## src/rtl/avmm_emif16_master.sv

```systemverilog
// -----------------------------------------------------------------------------
// avmm_emif16_master
//
// Avalon-MM slave front end that drives an EMIF16 asynchronous target. Each
// Avalon read or write becomes one EMIF16 cycle built from programmable
// setup / strobe / hold phases. When the target requests extended wait, the
// strobe is stretched until wait clears or a timeout expires. A turnaround
// phase then releases the bus.
//
// Ports
//   clk_i, rst_n_i          single clock, asynchronous active-low reset
//   avs_address_i           EMIF16 word address
//   avs_byteenable_i        byte enables, active-high
//   avs_read_i/write_i      request strobes (read wins if both are high)
//   avs_writedata_i         write data
//   avs_readdata_o          read data, held from one read capture to the next
//   avs_waitrequest_o       low for exactly one cycle: the last HOLD cycle
//   timeout_o               one-cycle pulse when extended wait is aborted
//   e_addr_o, e_ben_o       EMIF16 address and active-low byte enables
//   e_cen_o, e_wen_o, e_oen_o  chip enable, write strobe, output enable (low)
//   e_wait_i                asynchronous target wait, polarity WAIT_POL
//   e_data_i/e_data_o       data bus in / out
//   e_data_oe_o             data bus output enable, active-high
// -----------------------------------------------------------------------------
module avmm_emif16_master #(
  parameter int unsigned W_SETUP      = 2,
  parameter int unsigned W_STROBE     = 4,
  parameter int unsigned W_HOLD       = 2,
  parameter int unsigned R_SETUP      = 2,
  parameter int unsigned R_STROBE     = 4,
  parameter int unsigned R_HOLD       = 2,
  parameter int unsigned TA           = 2,
  parameter bit          EW           = 1'b1,
  parameter bit          WAIT_POL     = 1'b1,
  parameter int unsigned WAIT_TIMEOUT = 1023
) (
  input  logic        clk_i,
  input  logic        rst_n_i,
  input  logic [23:0] avs_address_i,
  input  logic [1:0]  avs_byteenable_i,
  input  logic        avs_read_i,
  input  logic        avs_write_i,
  input  logic [15:0] avs_writedata_i,
  output logic [15:0] avs_readdata_o,
  output logic        avs_waitrequest_o,
  output logic        timeout_o,
  output logic [23:0] e_addr_o,
  output logic [1:0]  e_ben_o,
  output logic        e_cen_o,
  output logic        e_wen_o,
  output logic        e_oen_o,
  input  logic        e_wait_i,
  input  logic [15:0] e_data_i,
  output logic [15:0] e_data_o,
  output logic        e_data_oe_o
);

  // One shared counter serves every phase; it must hold the largest strobe
  // length (63) and the largest extended-wait count.
  localparam int unsigned CNT_MAX = (WAIT_TIMEOUT > 63) ? WAIT_TIMEOUT : 63;
  localparam int unsigned CNT_W   = $clog2(CNT_MAX + 1);

  typedef enum logic [2:0] {
    IDLE, SETUP, STROBE, EXTWAIT, HOLD, TURN
  } state_t;

  state_t           state;
  logic             is_rd;
  logic [CNT_W-1:0] cnt;

  logic             wait_meta;
  logic             wait_sync;
  logic             wait_act;

  logic             accept;
  logic             strobe_done;
  logic             strobe_abort;
  logic [CNT_W-1:0] strobe_m1;
  logic [CNT_W-1:0] hold_m1;

  // Two-flop synchronizer for the asynchronous target wait. The flops reset
  // to the "ready" level so a freshly reset link never starts in wait.
  always_ff @(posedge clk_i or negedge rst_n_i) begin
    if (!rst_n_i) begin
      // NOTE: clocked state is always assigned with <= so every flop samples
      // the pre-edge value of every other flop, independent of block order.
      wait_meta <= ~WAIT_POL;
      wait_sync <= ~WAIT_POL;
    end else begin
      wait_meta <= e_wait_i;
      wait_sync <= wait_meta;
    end
  end

  assign wait_act = (wait_sync == WAIT_POL);

  // A new request is taken in IDLE or in the last TURN cycle, so that
  // back-to-back accesses are separated by exactly TA cycles of CEn high.
  assign accept = ((state == IDLE) || ((state == TURN) && (cnt == '0))) &&
                  (avs_read_i || avs_write_i);

  always_comb begin
    // NOTE: every always_comb output gets a default first so that no path
    // leaves it unassigned, which would otherwise infer a latch.
    strobe_m1    = is_rd ? CNT_W'(R_STROBE - 1) : CNT_W'(W_STROBE - 1);
    hold_m1      = is_rd ? CNT_W'(R_HOLD - 1)   : CNT_W'(W_HOLD - 1);
    strobe_done  = 1'b0;
    strobe_abort = 1'b0;
    if ((state == STROBE) && (cnt == '0) && !(EW && wait_act)) begin
      strobe_done = 1'b1;
    end
    if (state == EXTWAIT) begin
      if (!wait_act) begin
        strobe_done = 1'b1;
      end else if (cnt == CNT_W'(WAIT_TIMEOUT)) begin
        strobe_abort = 1'b1;
      end
    end
  end

  always_ff @(posedge clk_i or negedge rst_n_i) begin
    if (!rst_n_i) begin
      state             <= IDLE;
      is_rd             <= 1'b0;
      cnt               <= '0;
      avs_readdata_o    <= '0;
      avs_waitrequest_o <= 1'b1;
      timeout_o         <= 1'b0;
      e_addr_o          <= '0;
      e_ben_o           <= 2'b11;
      e_cen_o           <= 1'b1;
      e_wen_o           <= 1'b1;
      e_oen_o           <= 1'b1;
      e_data_o          <= '0;
      e_data_oe_o       <= 1'b0;
    end else begin
      // Pulsed outputs default to their idle level every cycle.
      avs_waitrequest_o <= 1'b1;
      timeout_o         <= 1'b0;

      unique case (state)
        IDLE: ;

        SETUP: begin
          if (cnt == '0) begin
            state <= STROBE;
            cnt   <= strobe_m1;
            if (is_rd) e_oen_o <= 1'b0;
            else       e_wen_o <= 1'b0;
          end else begin
            cnt <= cnt - 1'b1;
          end
        end

        STROBE: begin
          if (cnt != '0) begin
            cnt <= cnt - 1'b1;
          end else if (EW && wait_act) begin
            // Strobe stays low; cnt now counts extended-wait cycles from 1.
            state <= EXTWAIT;
            cnt   <= CNT_W'(1);
          end
        end

        EXTWAIT: begin
          if (wait_act && (cnt != CNT_W'(WAIT_TIMEOUT))) begin
            cnt <= cnt + 1'b1;
          end
        end

        HOLD: begin
          if (cnt == '0) begin
            state       <= TURN;
            cnt         <= CNT_W'(TA - 1);
            e_cen_o     <= 1'b1;
            e_ben_o     <= 2'b11;
            e_data_oe_o <= 1'b0;
          end else begin
            cnt <= cnt - 1'b1;
            if (cnt == CNT_W'(1)) avs_waitrequest_o <= 1'b0;
          end
        end

        TURN: begin
          if (cnt == '0) state <= IDLE;
          else           cnt   <= cnt - 1'b1;
        end

        default: state <= IDLE;
      endcase

      // End of the strobe-low span, normal or aborted. Read data is captured
      // on this same edge; an aborted read returns zero.
      if (strobe_done || strobe_abort) begin
        state   <= HOLD;
        cnt     <= hold_m1;
        e_wen_o <= 1'b1;
        e_oen_o <= 1'b1;
        if (is_rd) avs_readdata_o <= strobe_abort ? 16'h0000 : e_data_i;
        if (strobe_abort) timeout_o <= 1'b1;
        if (hold_m1 == '0) avs_waitrequest_o <= 1'b0;
      end

      // Request capture. Written last so it takes precedence over the TURN
      // branch above when the last turnaround cycle accepts a new access.
      if (accept) begin
        state       <= SETUP;
        is_rd       <= avs_read_i;
        cnt         <= avs_read_i ? CNT_W'(R_SETUP - 1) : CNT_W'(W_SETUP - 1);
        e_addr_o    <= avs_address_i;
        e_ben_o     <= ~avs_byteenable_i;
        e_data_o    <= avs_writedata_i;
        e_data_oe_o <= ~avs_read_i;
        e_cen_o     <= 1'b0;
      end
    end
  end

endmodule

```

## config.mk

```make
export PLATFORM = sky130hd
export DESIGN_NAME = avmm_emif16_master
export DESIGN_NICKNAME = d
export VERILOG_FILES = /design/src/rtl/avmm_emif16_master.sv
export SDC_FILE = /design/constraint.sdc
export NUM_CORES = 1
export LEC_CHECK = 0
export CORE_UTILIZATION = 49
export DETAILED_ROUTE_END_ITERATION = 10
export PLACE_DENSITY_LB_ADDON = 0.1
export SYNTH_ARGS = -nofsm -noshare
export SYNTH_HDL_FRONTEND = slang
export SYNTH_SLANG_ARGS = --single-unit
```

## constraint.sdc

```tcl
create_clock -name clk_i -period 4.2 [get_ports clk_i]
set_input_delay 0.84 -clock clk_i [delete_from_list [all_inputs] [get_ports clk_i]]
set_output_delay 0.84 -clock clk_i [all_outputs]
set_load 0.03 [all_outputs]
```

== Word-level counts from Yosys, hierarchy flattened ==
Index checks and enable logic that the tools add are counted.
Cells by class
  $add $sub $neg: 2
  equal/unequal tests: 18
  multiplexer cells: 46
  bitwise operators: 2
  reductions and logical operators: 25
Operator list (number)
  $mux W10: 8
  $pmux W10 S5: 1
  $mux W1: 25
  $mux W3: 7
  $mux W16: 1
  $pmux W3 S5: 1
  $ne A4 B3 Y1 const B: 3
  $add A10 B1 Y10 const B: 1
  $eq A10 B1 Y1 const B: 1
  $eq A10 B10 Y1 const B: 1
  $logic_not A10 Y1: 1
  $ne A10 B10 Y1 const B: 1
  $reduce_bool A10 Y1: 1
  $reduce_bool A2 Y1: 5
  $sub A10 B1 Y10 const B: 1
  $ne A4 B2 Y1 const B: 2
  $ne A4 B4 Y1 const B: 2
  $reduce_bool A7 Y1: 1
  $eq A3 B2 Y1 const B: 2
  $eq A3 B3 Y1 const B: 2
  $mux W2: 3
  $reduce_and A3 Y1: 2
  $reduce_and A6 Y1: 1
  $logic_and A1 B1 Y1: 5
  12 further kinds: 15
Storage, ports and cells
  register bits after elaboration: 80
  bits of input ports: 63
  output and inout port bits: 64
  word-level logic and storage cells: 108

== Depth between registers and ports, before layout ==
  word-level depth: 9
  mapped depth: 9

== Worst setup path before layout ==
OpenSTA, ideal clock, no wires.
  path kind: reg2reg
  start point: reg state[2]
  end point: reg cnt[2]
  library setup time: 0.125 ns
  arrival time: 2.141 ns
  data required time: 4.075 ns
  slack: 1.934 ns
  cell stages (with the launch flop): 10
  buffers on the path: 2
  period minus slack after synthesis: 2.266 ns
  cells stage by stage: dfrtp_1 > buf_2 > inv_1 > ha_1 > and4bb_2 > and4b_1 > buf_1 > nor2_1 > a211oi_1 > nor3_1
Between the ends
  longest elaborated chain between the ends: 9
Ends and longest elaborated chain
  from (decl): RTL line 67  | state_t state;
  from (signal assigned): RTL line 123  | state <= IDLE;
  from (signal assigned): RTL line 146  | state <= STROBE;
  from (signal assigned): RTL line 160  | state <= EXTWAIT;
  $eq A3 B2 Y1: RTL line 109, 141
  $logic_and A1 B1 Y1 (2 in series): RTL line 109  | if ((state == STROBE) && (cnt == '0) && !(EW && wait_act)) begin
  $mux W1: RTL line 109
  $mux W1: RTL line 113  | if (!wait_act) begin
  $mux W1: RTL line 112  | if (state == EXTWAIT) begin
  $logic_or A1 B1 Y1: RTL line 194  | if (strobe_done || strobe_abort) begin
  $ne A5 B3 Y1 (no line) (tied with other cells)
  $reduce_and A4 Y1 (no line) or $mux W10 (tied branches)
  to (signal assigned): RTL line 186  | else cnt <= cnt - 1'b1;
  to (signal assigned): RTL line 196  | cnt <= hold_m1;
  to (signal assigned): RTL line 209  | cnt <= avs_read_i ? CNT_W'(R_SETUP - 1) : CNT_W'(W_SETUP - 1);
  to (decl): RTL line 69  | logic [CNT_W-1:0] cnt;
Parallel ways exist; a longest one is shown, timed or not.
A chain may end at the register's enable or synchronous reset.

== Worst setup path after layout ==
  start point: reg cnt[2]
  end point: reg e_addr_o[17]
Between the ends
  longest elaborated chain between the ends: 4
Ends and longest elaborated chain
  from (signal assigned): RTL line 147  | cnt <= strobe_m1;
  from (signal assigned): RTL line 151  | cnt <= cnt - 1'b1;
  from (signal assigned): RTL line 157  | cnt <= cnt - 1'b1;
  $logic_not A10 Y1: RTL line 99  | assign accept = ((state == IDLE) || ((state == TURN) && (cnt == '0))) &&
  $logic_and A1 B1 Y1: RTL line 99
  $logic_or A1 B1 Y1: RTL line 99
  $logic_and A1 B1 Y1: RTL line 99
  to (signal assigned): RTL line 210  | e_addr_o <= avs_address_i;
  to (decl): RTL line 47  | output logic [23:0] e_addr_o,
No other way between the ends.

==> metrics.yaml <==
run_status:
  run_status: "complete, no violations"
logic_synthesis:
  synthFlopType: "dfrtp_1"
  synth_edf_count: 0
  synthCells: 314
  yosysWarnings: 0
  yosysSeqAreaShare: 0.539
  synth_seq_cells: 80
  syn_avg_cell_area_um2: 11.9
  yosys.cell_types.count: 56
  synthesis.area_um2: 3730
  async_reset_ff_frac: 1.00
  synth_fp_nets: 382
final_layout:
  fillers: 548
  synthToLayoutAreaGrowth_pct: 40.5
  fin_nets: 500
  num_antenna_cells: 0
  layout-drive-gt1-share: 0.172
drt:
  drt_iter0_markers: 199
  wirelength_mm: 8.73
  first_pass_iters: 4
  drc_errors: 0
  ant_nets: 0
  viasPerCell: 5.66
  wl_per_cell_um: 16.3
  num_vias: 3036
global_route:
  grt_overflow: 0
  grt_usage: 0.235
  antenna_found_initial: 0
  grt_max_degree: 81
  grt_pass1_vias: 3012
  grt_pass1_wl_mm: 14.2
worst_setup_path:
  critPathKind: "flip-flop to flip-flop"
  cp-end-kind: "flip-flop"
  slowest_delay_ns: 0.61
  cp.arrival_ns: 3.19
  cp_cell_sequence: "nor4_1 -> and3_1 -> a22o_2 -> buf_4 -> mux2_2"
  startpoint: "cnt[2]$_DFFE_PN0P_"
  r2r_start: "cnt[2]$_DFFE_PN0P_"
  critPathSlowestCell: "nor4_1"
  critPathMaxFanout: 28
  required_ns: 4.44
  critPathLaunchType: "flip-flop"
power_and_ir_drop:
  power.density_nw_per_um2: 916
  ir_drop_mv: 0.501
  leakagePower_nw: 2.09
sta:
  timing.slew.headroom: 0.216
  setup_tns_ns: 0
  rsz0062_at_grt: "no"
  setup_viol: 0
  fin_worst_skew_ns: 0.0112
  fin_crit_ns: 2.95
  fmax_mhz: 339
  post-route-period-util: 0.703
  maxSlewViolCount: 0
  fin_ws_ns: 1.25
  max_slew.worst_pin.slew_ns: 1.16
  report.final.hold_viol_count: 0
run:
  maxCapViolCount: 0
placed_design:
  hpwl_mm: 6.05
  io_buffers: 126
  gp_congestion: 0.907
  place_ws_ns: 1.13
clocking:
  clock_tree.buffer_depth: 2
  cts-root-buf: "clkbuf_8"
  cts.sinks: 80
  cts_tree: "built"
  path_clk_slew_ns: 0.08
  cts_htree_levels: 3
  ctsResizeCount: 0
  cts_setup_buffers: 0
  ctsHoldBuffers: 0
  clkLatencyLatePin_ns: 0.35
  cts_buffers: 9
floorplanning:
  row_count: 31
  die_h_um: 89.2
  pin_count: 127
  die_w_um: 89.2
  dieArea_um2: 7960
  start_util: 0.511
  core_um2: 7290
min_path:
  hp-start: "wait_meta$_DFF_PN0_"
  hp-class: "flip-flop to flip-flop"
[registers in the layout, indices dropped and copies added, names as in the netlist]
register,flops
e_addr_o,24
avs_readdata_o,16
e_data_o,16
cnt,10
state,3
e_ben_o,2
avs_waitrequest_o,1
e_cen_o,1
e_data_oe_o,1
e_oen_o,1
e_wen_o,1
is_rd,1
timeout_o,1
wait_act,1
wait_meta,1
[critical path, delay by kind of cell (launching register included)]
kind / cells / cell delay (ns)
compound gates: 1 / 0.48
buf+inv: 1 / 0.41
flops: 1 / 0.50
mux: 1 / 0.39
simple gates: 2 / 1.04
[layout make-up]
class	count	area [um^2]	share of cell area
sequential	80	2010	0.384
clock buffer	11	131	0.0251
tap	99	124	0.0237
clock inverter	5	106	0.0203
inverter	9	33.8	0.00645
timing repair buffer	128	1270	0.243
multi-input combinational	204	1560	0.297
[per-layer routing]
metal  share of wire  global-route usage  up-vias  wire length [um]
met2            0.50               0.370      118              4320
met4           0.019               0.105        0               162
met1            0.40               0.294     1490              3500
li1                -                   -     1412                 -
met3           0.085              0.0822       16               745
met5               0                   0        -                 0
[synthesized netlist by cell type (all sizes together) (2+ instances only)]
library cell,count,area [um^2]
a211oi,6,45.0
a21o,2,15.0
a21oi,14,70.1
a221oi,2,17.5
a22o,17,149
a22oi,2,15.0
a2bb2oi,2,17.5
and3,3,18.8
buf,15,104
clkbuf,6,25.0
dfrtp,74,1850
dfstp,6,158
ha,5,62.6
inv,9,33.8
mux2,40,450
nand2,14,52.6
nand3,6,35.0
nand3b,2,15.0
nand4,3,18.8
nor2,14,52.6
nor2b,2,12.5
nor3,12,60.1
nor3b,2,15.0
nor4,5,31.3
nor4b,2,17.5
nor4bb,2,20.0
o21ai,14,70.1
o31ai,5,37.5
o32ai,2,25.0
o41ai,3,26.3
or3,4,26.3
or4,3,30.0
[metrics by stage]
stage,power [W],cell area [um^2],utilization,hold WS [ns],cells
final,0.00479,5230,0.718,0.362,536
after CTS,0.00483,5230,0.718,0.363,536
after floorplan,0.00321,3730,-,0.331,314
after global routing,0.00510,5230,0.718,0.372,536
after detailed placement,0.00412,5000,0.685,0.354,520
after global placement,0.00408,5000,0.685,0.338,520
[cells by family after synthesis]
logic type | share of synthesized area
AOI/OAI and AO/OA | 0.155
xor gates and xnor gates | 0.00235
adders and majority gates | 0.0168
buffers and inverters | 0.0436
DFF | 0.539
muxes | 0.124
and+or+nand+nor | 0.119
[layout by cell type, fill, tap and decap left out, drive strengths merged, types with 3 or more instances in the layout]
cell           synthesis  routed
o31ai                  5       5
o41ai                  3       3
ha                     5       5
nand3                  6       6
nor4                   5       5
o21ai                 14      14
buf                   15       3
nor2                  14      14
inv                    9       9
bufinv                 0       3
nand2                 14      14
nor3                  12      12
dfstp                  6       6
and3                   3       3
or3                    4       4
a22o                  17      17
mux2                  40      40
a211oi                 6       6
a21oi                 14      14
nand4                  3       3
clkbuf                 6      11
clkdlybuf4s50          0     125
dfrtp                 74      74
or4                    3       3
[worst paths after layout]
path	slack, ns	cells past startpoint	endpoint
min in group asynchronous	0.62	1	cnt[2]$_DFFE_PN0P_
max	1.25	5	e_addr_o[17]$_DFFE_PN0P_
max in group asynchronous	2.90	1	e_addr_o[19]$_DFFE_PN0P_
max reg2reg	1.25	5	e_addr_o[17]$_DFFE_PN0P_
min	0.36	0	wait_act$_DFF_PN0_
min reg2reg	0.36	0	wait_act$_DFF_PN0_
[power by group]
part,internal [W],switching [W]
registers,0.00115,0.000282
clock network,0.000397,0.000281
logic,0.00122,0.00146
total,0.00277,0.00203
(Power assumes the default switching activity.)
